### config.mk
export PLATFORM = sky130hd
export DESIGN_NAME = hitor_tdc
export DESIGN_NICKNAME = d
export VERILOG_FILES = /design/src/rtl/hitor_tdc.sv
export SDC_FILE = /design/constraint.sdc
export NUM_CORES = 1
export LEC_CHECK = 0
export CAP_MARGIN = 5
export CORE_MARGIN = 10
export CORE_UTILIZATION = 40
export CTS_BUF_LIST = sky130_fd_sc_hd__clkbuf_4 sky130_fd_sc_hd__clkbuf_8
export CTS_CLUSTER_DIAMETER = 80
export CTS_CLUSTER_SIZE = 10
export DETAILED_ROUTE_END_ITERATION = 12
export GPL_TIMING_DRIVEN = 0
export PLACE_DENSITY = 0.6
export RECOVER_POWER = 25
export SLEW_MARGIN = 15
export SYNTH_ARGS = -nofsm -noshare
export SYNTH_HDL_FRONTEND = slang
export SYNTH_SLANG_ARGS = --single-unit
export TNS_END_PERCENT = 20
### constraint.sdc
create_clock -name CLK -period 9.6 [get_ports CLK]
set_input_delay 2.4 -clock CLK [delete_from_list [all_inputs] [get_ports CLK]]
set_output_delay 2.4 -clock CLK [all_outputs]
set_load 0.02 [all_outputs]
### src/rtl/hitor_tdc.sv
// rtl/hitor_tdc.sv - HITOR time-over-threshold stamper emitting 3-word tagged events through a FWFT FIFO
module hitor_tdc #(
    parameter logic [3:0] IDENTIFIER = 4'b0101,
    parameter int         FIFO_DEPTH = 8
) (
    input  logic        CLK,
    input  logic        RST_N,
    input  logic        ENABLE,
    input  logic        HITOR,
    input  logic        FIFO_READ,
    output logic        FIFO_EMPTY,
    output logic [31:0] FIFO_DATA,
    output logic [7:0]  LOST_COUNT,
    output logic [47:0] TIMESTAMP
);
    localparam int             AW       = $clog2(FIFO_DEPTH);
    localparam logic [AW-1:0]  PTR_ONE  = 1;
    localparam logic [AW:0]    CNT_ONE  = 1;
    localparam logic [AW:0]    MAX_FILL = (AW + 1)'(FIFO_DEPTH - 3);

    typedef enum logic [1:0] {IDLE, W0, W1, W2} state_t;

    state_t        state, state_nxt;
    logic          s1, s2, s3;
    logic          armed;
    logic [47:0]   rise_ts;
    logic [47:0]   hold_ts;
    logic [15:0]   hold_tot;
    logic [9:0]    hold_evt;
    logic [9:0]    evt_cnt;
    logic [47:0]   diff;
    logic [15:0]   tot;
    logic          rise, fall, event_done, space_ok, capture, lose;
    logic          push, pop;
    logic [31:0]   push_data;
    logic [31:0]   mem [FIFO_DEPTH];
    logic [AW-1:0] wr_ptr, rd_ptr;
    logic [AW:0]   count;

    assign rise       = s2 & ~s3;
    assign fall       = ~s2 & s3;
    assign diff       = TIMESTAMP - rise_ts;
    assign tot        = (diff >= 48'h0000_0000_FFFF) ? 16'hFFFF : diff[15:0];
    assign event_done = fall & ENABLE & armed;
    // Three words are reserved up front so W0..W2 never see a full FIFO.
    assign space_ok   = (count <= MAX_FILL);
    assign capture    = event_done & (state == IDLE) & space_ok;
    assign lose       = event_done & ~capture;

    always_ff @(posedge CLK or negedge RST_N) begin
        if (!RST_N) begin
            TIMESTAMP  <= '0;
            s1         <= 1'b0;
            s2         <= 1'b0;
            s3         <= 1'b0;
            armed      <= 1'b0;
            rise_ts    <= '0;
            hold_ts    <= '0;
            hold_tot   <= '0;
            hold_evt   <= '0;
            evt_cnt    <= '0;
            LOST_COUNT <= '0;
        end else begin
            TIMESTAMP <= TIMESTAMP + 48'd1;
            s1        <= HITOR;
            s2        <= s1;
            s3        <= s2;
            if (!ENABLE) begin
                armed <= 1'b0;
            end else if (rise) begin
                rise_ts <= TIMESTAMP;
                armed   <= 1'b1;
            end else if (event_done) begin
                armed <= 1'b0;
            end
            if (capture) begin
                hold_ts  <= rise_ts;
                hold_tot <= tot;
                hold_evt <= evt_cnt;
                evt_cnt  <= evt_cnt + 10'd1;
            end
            if (lose && LOST_COUNT != 8'hFF) begin
                LOST_COUNT <= LOST_COUNT + 8'd1;
            end
        end
    end

    always_ff @(posedge CLK or negedge RST_N) begin
        if (!RST_N) begin
            state <= IDLE;
        end else begin
            state <= state_nxt;
        end
    end

    always_comb begin
        state_nxt = state;
        push      = 1'b0;
        push_data = '0;
        case (state)
            IDLE: if (capture) state_nxt = W0;
            W0: begin
                push      = 1'b1;
                push_data = {IDENTIFIER, 2'b00, hold_ts[25:0]};
                state_nxt = W1;
            end
            W1: begin
                push      = 1'b1;
                push_data = {IDENTIFIER, 2'b01, hold_ts[47:26], 4'b0000};
                state_nxt = W2;
            end
            W2: begin
                push      = 1'b1;
                push_data = {IDENTIFIER, 2'b10, hold_evt, hold_tot};
                state_nxt = IDLE;
            end
            default: state_nxt = IDLE;
        endcase
    end

    assign pop        = FIFO_READ & (count != '0);
    assign FIFO_EMPTY = (count == '0);
    assign FIFO_DATA  = FIFO_EMPTY ? 32'h0 : mem[rd_ptr];

    // Storage is not reset; the empty flag masks stale contents on FIFO_DATA.
    always_ff @(posedge CLK) begin
        if (push) begin
            mem[wr_ptr] <= push_data;
        end
    end

    always_ff @(posedge CLK or negedge RST_N) begin
        if (!RST_N) begin
            wr_ptr <= '0;
            rd_ptr <= '0;
            count  <= '0;
        end else begin
            if (push) wr_ptr <= wr_ptr + PTR_ONE;
            if (pop)  rd_ptr <= rd_ptr + PTR_ONE;
            case ({push, pop})
                2'b10:   count <= count + CNT_ONE;
                2'b01:   count <= count - CNT_ONE;
                default: count <= count;
            endcase
        end
    end
endmodule

==> results.toml <==
[setup_path]
slowest_stage = "clkbuf_1"
required_ns = 7.20
cpMostUsedCell = "clkbuf_1"
path_buf_inv = 4
crit_type = "reg2out"
cp_cell_sequence = "clkbuf_1 -> clkbuf_1 -> clkbuf_1 -> mux4_2 -> mux2i_1 -> nor2_1 -> clkdlybuf4s50_1"
crit_arrival_ns = 4.27
cpPeakStageDelay_ns = 0.77
critical-path-top-delay-family = "buffers and inverters"
startpoint_type = "flip-flop"
endpoint_kind = "output pin"
crit_fanout = 10

[placement]
place_congestion = 0.927
post_dp_cell_area_um2 = 22900
hpwl_um = 39800
portBuffers = 91
dp_cells = 2511

[sta]
maxSlewViolCount = 69
hold_viol = 0
setup_viol = 0
max_clock_freq_mhz = 150
slew_headroom_pct = -153
final.setup.tns_ns = 0
worst_slew_pin_slew_ns = 3.80
fin_crit_sh_pct = 69.5
finalClockSkew_ns = 0.0388
period_needed_ns = 6.67
rsz0062_at_grt = "no"

[yosys]
ys_async_sr_fraction_pct = 46.8
synth_cells = 1716
synth_warnings = 0
ys_seq_elements = 436
synth-edff-count = 232
syn_avg_cell_area_um2 = 12.2
synthFlopType = "edfxtp_1"
synth_area_um2 = 20900
seq_area_frac_synth_pct = 57.9
synth.distinct_cells = 76

[power]
leakage_uw = 0.00982
combPwrFrac_pct = 33.4
switching_share_pct = 33.2
powerDensity_nw_per_um2 = 234
ir_worst_vdd_mv = 0.103
pwr-share-seq_pct = 43.5
p_int_uw = 3730
p_sw_uw = 1850
clkPwrFrac_pct = 23.0

[grt]
grt_pass1_vias = 14100
grt_overflow = 0
antenna_found_initial = 0
grt_max_degree = 84
grtUsageTotal_pct = 17.5
grt_pass1_wl_um = 83900

[clocking]
cts.clk_slew.worst_paths_ns = 0.07
root_buffer = "clkbuf_8"
cts_tree = "yes"
holdBufCountCts = 0
htreeDepth = 2
cts_setup_buffers = 0
cts.sinks = 436
cts_buffers = 51
cts.repair.resized = 0
clk_latency_ns = 0.66
clk_path_buf_depth = 3

[run_status]
violations = "max-capacitance violations, max-slew violations"
status = "finished, violations left"

[drt]
first_iter_violations = 1231
vias = 14200
ant_nets = 0
viasPerCell = 5.48
wl_um = 54100
dr.pass1.iters = 6
post-route-drc-count = 0
wl_per_cell_um = 20.8

[floorplan]
core_area_um2 = 51500
io_pins = 94
dieArea_um2 = 61700
die_h_um = 248
die-width_um = 248
rows = 83
start_util_pct = 40.5

[final_layout]
design_area_um2 = 23900
fillers = 4793
nNetsFinal = 1952
fin_cells = 2597
drive_gt1_share_pct = 12.3
area_growth_pct = 14.5

[worst_hold_path]
hold_class = "reg2reg"

[run]
drv_cap = 1
cell usage after synthesis, drive strengths merged, types with 6 or more instances:
master	count	area share, %
a211oi	18	0.67
nor4	13	0.46
nor2	151	2.7
nand2	184	3.3
a31oi	13	0.39
or3	10	0.32
and3	15	0.45
a21oi	70	1.7
o21a	15	0.54
xnor2	59	2.5
clkbuf	76	1.4
o211ai	7	0.25
xor2	35	1.5
nand3	43	1.0
inv	71	1.3
nand2b	7	0.21
edfxtp	232	33
buf	12	0.35
a222oi	22	1.1
o21bai	6	0.22
o2111ai	6	0.25
mux2	48	2.6
nor3	27	0.65
mux2i	33	1.6
ha	61	3.7
mux4	58	6.3
nor2b	6	0.18
o21ai	99	2.4
and2	6	0.18
dfrtp	204	24
nand4	34	1.0
a21o	10	0.36
per-layer routing:
layer	up-vias	wire (um)	track usage, %
met5	-	0	0
met4	0	1410	5.44
met3	74	2940	2.67
met2	374	25700	28.6
met1	7114	24100	23.7
li1	6667	-	-
state kept, by name (all words and copies together) (netlist names):
name,cells
count,4
hold_evt,10
s2,1
s1,1
LOST_COUNT,8
hold_ts,48
hold_tot,16
mem,232
rise_ts,48
evt_cnt,10
s3,1
rd_ptr,3
wr_ptr,3
state,2
armed,1
TIMESTAMP,48
area by class of cell:
cell class	count	area (um^2)	share of cell area, %
clock buffer	79	918	3.85
buffer	88	358	1.50
tap	680	851	3.56
sequential	436	12100	50.6
timing repair buffer	114	1160	4.86
antenna	1	2.50	0.0105
inverter	71	267	1.12
clock inverter	6	67.6	0.283
multi-input combinational	1122	8180	34.3
layout by cell type, fill, tap and decap left out, types with 48 or more instances in the layout:
master / Yosys / routed
ha_1: 61 / 61
mux4_2: 58 / 58
clkbuf_8: 0 / 52
mux2_2: 48 / 48
clkdlybuf4s50_1: 0 / 88
dfrtp_1: 204 / 204
clkbuf_1: 76 / 79
o21ai_0: 86 / 86
xnor2_1: 59 / 59
a21oi_1: 70 / 70
nand2_1: 184 / 184
edfxtp_1: 232 / 232
inv_1: 71 / 71
nor2_1: 151 / 149
power by group through the flow:
stage / Clock [uW] / Combinational, uW / Sequential [uW]
4_1_cts: 1330 / 1920 / 2430
3_5_place_dp: 0 / 1910 / 2470
3_3_place_gp: 0 / 1810 / 2480
6_report: 1290 / 1870 / 2430
2_1_floorplan: 0 / 1160 / 2450
5_1_grt: 1400 / 2020 / 2460
per-stage QoR:
stage                     power (uW)  util, %  setup slack, ns  hold WS, ns
after global placement          4290     43.9            -2.59        0.339
after floorplan                 3610        -             4.82        0.331
final                           5590     46.4             2.93        0.346
after detailed placement        4390     44.5             3.24        0.337
after global routing            5880     46.4             2.52        0.373
after CTS                       5680     46.5             2.74        0.354
worst reg2reg max path: cells and delay by family (launching register included):
| kind | cells | cell delay, ns |
|---|---|---|
| simple gates | 7 | 2.65 |
| flops | 1 | 0.43 |
| fa+ha+maj | 2 | 0.65 |
| compound gates | 3 | 0.67 |
| buf+inv | 1 | 0.12 |
final timing paths:
kind | endpoint | slack (ns) | cells after the start | startpoint
setup reg to reg | hold_tot[9] | 4.94 | 13 | TIMESTAMP[0]
setup / recovery | FIFO_DATA[11] | 2.93 | 7 | rd_ptr[0]
max in group asynchronous | rise_ts[42] | 4.39 | 1 | RST_N
hold reg to reg | s2 | 0.35 | 0 | s1
min in group asynchronous | TIMESTAMP[30] | 3.04 | 1 | RST_N
hold / removal | s2 | 0.35 | 0 | s1
logic make-up after synthesis:
family | synth area share [%]
flops | 57.9
other cells | 0.0180
simple gates | 11.4
fa+ha+maj | 3.90
mux | 10.4
compound gates | 9.46
buf+inv | 2.99
xor+xnor | 3.95
(Power assumes the default switching activity.)
